<file path="config.mk">
export PLATFORM = sky130hd
export DESIGN_NAME = temp_sense_sar
export DESIGN_NICKNAME = d
export VERILOG_FILES = /design/src/rtl/temp_sense_sar.sv
export SDC_FILE = /design/constraint.sdc
export NUM_CORES = 1
export LEC_CHECK = 0
export BUFFER_PORTS_ARGS = -buffer_cell sky130_fd_sc_hd__buf_2
export CORE_MARGIN = 3
export CORE_UTILIZATION = 51
export CTS_CLUSTER_SIZE = 25
export DETAILED_ROUTE_END_ITERATION = 16
export GPL_TIMING_DRIVEN = 1
export PLACE_DENSITY = 0.7
export SETUP_SLACK_MARGIN = 0.4
export SYNTH_ARGS = -nofsm -noshare
export SYNTH_HDL_FRONTEND = slang
export SYNTH_SLANG_ARGS = --single-unit
</file>
<file path="constraint.sdc">
create_clock -name clk_50mhz -period 2.4 [get_ports clk_50mhz]
set_clock_uncertainty 0.2 [all_clocks]
set_input_delay 0.48 -clock clk_50mhz [delete_from_list [all_inputs] [get_ports clk_50mhz]]
set_output_delay 0.48 -clock clk_50mhz [all_outputs]
set_load 0.01 [all_outputs]
</file>
<file path="src/rtl/temp_sense_sar.sv">
// temp_sense_sar: divided-clock 8-bit successive-approximation controller for an external DAC/comparator temperature sensor
module temp_sense_sar #(
    parameter int CLK_DIV = 80
) (
    input  logic       clk_50mhz,
    input  logic       reset_n,
    input  logic       temp_en,
    input  logic       temp_clear,
    input  logic       comp_in,
    output logic [7:0] dac_code,
    output logic       temp_valid,
    output logic [7:0] temp_val
);
    localparam logic [1:0] IDLE    = 2'd0;
    localparam logic [1:0] CONVERT = 2'd1;
    localparam logic [1:0] DONE    = 2'd2;
    localparam logic [9:0] DIV_LAST = 10'(CLK_DIV - 1);

    logic [1:0] sync_q, sync_d;
    logic [9:0] div_cnt_q, div_cnt_d;
    logic [1:0] state_q, state_d;
    logic [2:0] idx_q, idx_d;
    logic [7:0] dac_q, dac_d, val_q, val_d, trial;
    logic       valid_q, valid_d, tick, comp_s;

    assign comp_s     = sync_q[1];
    assign dac_code   = dac_q;
    assign temp_valid = valid_q;
    assign temp_val   = val_q;

    // Tick divider, held at zero while disabled, plus comparator synchronizer shift
    always_comb begin
        tick      = temp_en && (div_cnt_q == DIV_LAST);
        div_cnt_d = (!temp_en || tick) ? 10'd0 : div_cnt_q + 10'd1;
        sync_d    = {sync_q[0], comp_in};
    end

    // SAR sequencing: one bit decided per tick; clear and disable win over everything
    always_comb begin
        state_d = state_q;
        idx_d   = idx_q;
        dac_d   = dac_q;
        val_d   = val_q;
        valid_d = valid_q;
        trial   = dac_q;
        if (!comp_s) trial[idx_q] = 1'b0;
        if (idx_q != 3'd0) trial[idx_q - 3'd1] = 1'b1;
        if (!temp_en || (tick && temp_clear)) begin
            state_d = IDLE;
            idx_d   = 3'd7;
            dac_d   = 8'h00;
            valid_d = 1'b0;
        end else if (tick) begin
            if (state_q == IDLE) begin
                state_d = CONVERT;
                idx_d   = 3'd7;
                dac_d   = 8'h80;
            end else if (state_q == CONVERT) begin
                if (idx_q == 3'd0) begin
                    val_d   = trial;
                    valid_d = 1'b1;
                    dac_d   = 8'h00;
                    state_d = DONE;
                end else begin
                    dac_d = trial;
                    idx_d = idx_q - 3'd1;
                end
            end else if (state_q != DONE) begin
                state_d = IDLE;
                dac_d   = 8'h00;
                valid_d = 1'b0;
            end
        end
    end

    // State registers with synchronous active-low reset
    always_ff @(posedge clk_50mhz) begin
        if (!reset_n) begin
            sync_q    <= 2'b00;
            div_cnt_q <= 10'd0;
            state_q   <= IDLE;
            idx_q     <= 3'd7;
            dac_q     <= 8'h00;
            val_q     <= 8'h00;
            valid_q   <= 1'b0;
        end else begin
            sync_q    <= sync_d;
            div_cnt_q <= div_cnt_d;
            state_q   <= state_d;
            idx_q     <= idx_d;
            dac_q     <= dac_d;
            val_q     <= val_d;
            valid_q   <= valid_d;
        end
    end
endmodule

</file>
==> qor.yml <==
p_per_area_nw_per_um2: 443
clk_latency_ns: 0.35
power.switching_mw: 0.220
min-delay-start: "comp_in"
crit_path_end: "dac_code[7]$_SDFFE_PP0P_"
worstMarginPinSlew_ns: 0.516
vdd_drop_max_v: 0.000326
synth_commonest_cells: "dfxtp_1, nor2_1, a21oi_1"
synth.avg_cell_area_um2: 8.53
power.internal_mw: 0.715
drive_gt1_share_pct: 28.9
max-clock-path-buffers: 2
track_usage_pct: 22.8
ys_ff_latch: 34
synth_edf_count: 0
critPathMaxFanout: 4
cts_hold_buf: 0
grt_max_degree: 15
drv_slew: 0
overflow: 0
ys_top_cells_by_area: "dfxtp_1, a21oi_1, nor2_1"
synth_area_leader_cell: "dfxtp_1"
relSlewSlack_pct: 65.5
drv_cap: 0
synth_area_um2: 1730
startpoint_type: "flop"
nets: 239
final-hold-violation-count: 0
numCtsBuffers: 5
critPathKind: "reg2reg"
clock-root-buffer: "clkbuf_4"
period_share_pct: 87.3
setup_violations: 0
area_delta_synth_final_pct: 21.7
dp_hpwl_um: 3160
start_util_pct: 54.9
crit_chain: "or4b_4 -> or4_4 -> a311o_1 -> a21oi_2"
routabilityCongestion: 0.847
cp.depth: 4
die_w_um: 64.3
grt_pass1_vias: 1617
initialDrtViolationCount: 154
detail-route-antenna-nets: 0
power.leakage_nw: 0.844
drc: 0
fp-row-count: 20
diodes: 0
cts.sinks: 34
ios: 22
ys_warn_count: 0
crit_required_ns: 2.49
vias_per_cell: 6.01
antenna_found_initial: 0
wl_per_cell_um: 15.7
ys.flop_type: "dfxtp_1"
ys_types: 41
final_util_pct: 66.9
nFillCells: 274
final_area_um2: 2110
grt_pass1_wl_um: 7340
dieArea_um2: 4130
wl_um: 4340
critPathLaunch: "div_cnt_q[7]$_SDFF_PP0_"
synth.most_common_cell: "dfxtp_1"
core_um2: 3150
synth_nets: 211
critical_path.max_stage_delay_ns: 0.56
fmax_ghz: 0.477
clkPwrFrac_pct: 36.5
hp-class: "in2reg"
tns_ns: 0
htreeDepth: 2
status: "complete, no violations"
synth_cells: 203
regToRegSetupSlack_ns: 0.30
fin_crit_ns: 2.10
r2r_end: "dac_code[7]$_SDFFE_PP0P_"
clk_pin_slew_ns: 0.11
cp_num_buf_inv: 0
cp_top_family: "simple AND/OR/NAND/NOR gates"
cts_tree: "yes"
worst_path_max_delay_cell: "or4b_4"
arrival_ns: 2.18
vias: 1658
worst_setup_path_end_kind: "flop"
async_reset_ff_share_pct: 0
r2r-start: "div_cnt_q[7]$_SDFF_PP0_"
combPwrFrac_pct: 2.6
yosys.area.top_type_share_pct: 39.3
first_pass_iters: 4
fp.dieH_um: 64.3
switching_share_pct: 23.5
place_area_um2: 1920
p_seq_share_pct: 60.9
rr_worst_depth: 4
rsz0062_at_grt: "true"
port_buffers: 21
ys_seq_area_share_pct: 39.3
==> power by group through the flow <==
| stage | registers, mW | logic, mW | clock network, mW |
|---|---|---|---|
| 6_report | 0.569 | 0.0242 | 0.341 |
| 5_1_grt | 0.570 | 0.0277 | 0.379 |
| 4_1_cts | 0.570 | 0.0224 | 0.352 |
| 3_5_place_dp | 0.583 | 0.0217 | 0 |
| 3_3_place_gp | 0.583 | 0.0207 | 0 |
| 2_1_floorplan | 0.582 | 0.0133 | 0 |
==> worst register-to-register path, delay by kind of cell (launching register included) <==
family          cells  cell delay, ns
compound gates      2            0.41
flops               1            0.37
simple gates        2            1.06
==> kinds of logic (layout without fill, tap and decap cells) <==
logic type / count (synthesis) / in the layout / share of synthesized area (%)
mux: 2 / 2 / 1.16
xor+xnor: 10 / 10 / 5.06
fa+ha+maj: 3 / 3 / 2.17
compound gates: 60 / 60 / 23.1
buf+inv: 16 / 45 / 3.61
flops: 34 / 34 / 39.3
simple gates: 78 / 78 / 25.7
==> per-stage QoR <==
stage | instances | setup slack (ns) | total power, mW | hold slack, ns
6_report | 276 | 0.304 | 0.935 | 0.136
4_1_cts | 275 | 0.303 | 0.944 | 0.124
3_5_place_dp | 265 | 0.167 | 0.605 | 0.233
5_1_grt | 276 | 0.256 | 0.976 | 0.126
3_3_place_gp | 265 | 0.238 | 0.603 | 0.222
2_1_floorplan | 203 | 0.374 | 0.595 | 0.212
==> state kept, by name, indices dropped and copies added (netlist names) <==
| name | cells |
|---|---|
| temp_val | 8 |
| idx_q | 3 |
| sync_q | 2 |
| state_q | 2 |
| temp_valid | 1 |
| dac_code | 8 |
| div_cnt_q | 10 |
==> layout by cell type, fill, tap and decap left out, types with 2 or more instances in the layout <==
cell type | netlist | routed
a21oi_1 | 17 | 16
o21ai_1 | 0 | 2
inv_1 | 6 | 5
dfxtp_1 | 34 | 27
xnor2_1 | 4 | 4
nor3_1 | 3 | 2
nand2b_1 | 6 | 6
nor2b_1 | 5 | 4
or3_1 | 3 | 2
nor2_1 | 21 | 21
and4_1 | 2 | 2
o21ai_0 | 14 | 12
nand3_1 | 8 | 6
dfxtp_2 | 0 | 6
ha_2 | 0 | 2
nand4_1 | 4 | 4
o31a_1 | 2 | 2
and2_1 | 2 | 2
nand2_1 | 8 | 7
o211ai_1 | 6 | 6
or4_1 | 7 | 6
mux2i_1 | 2 | 2
o211a_1 | 7 | 7
a21boi_0 | 6 | 6
xor2_1 | 6 | 6
buf_4 | 0 | 10
clkbuf_4 | 0 | 5
buf_2 | 2 | 21
==> per-layer routing <==
| layer | vias to the layer above | track usage (%) | wire length, um |
|---|---|---|---|
| met5 | - | 0 | 0 |
| met2 | 57 | 35.2 | 2100 |
| li1 | 797 | - | - |
| met3 | 14 | 5.62 | 251 |
| met4 | 0 | 12.4 | 121 |
| met1 | 790 | 29.1 | 1870 |
==> worst min path at each step <==
stage,endpoint,slack [ns],cells after the start
after floorplan,sync_q[1]$_SDFF_PN0_,0.21,1
after global placement,sync_q[1]$_SDFF_PN0_,0.22,1
after detailed placement,sync_q[1]$_SDFF_PN0_,0.23,1
after CTS,sync_q[0]$_SDFF_PN0_,0.12,2
after global routing,sync_q[0]$_SDFF_PN0_,0.13,2
final,sync_q[0]$_SDFF_PN0_,0.14,2
==> what timing repair did <==
item | in CTS | in global routing
resized for setup | 14 | 13
endpoints found under the setup margin | 21 | 22
buffers inserted | 2 | 1
pin swaps | 4 | 6
==> cell type report <==
cell class / count / area, um2 / area share, %
well taps: 44 / 55.1 / 2.61
clock inverters: 2 / 12.5 / 0.593
multi-input cells: 153 / 1090 / 51.9
repair buffers: 31 / 180 / 8.55
flip-flops and latches: 34 / 692 / 32.8
inverters: 6 / 22.5 / 1.07
clock buffers: 6 / 51.3 / 2.43
No activity file was read; power rests on OpenSTA's default activity.
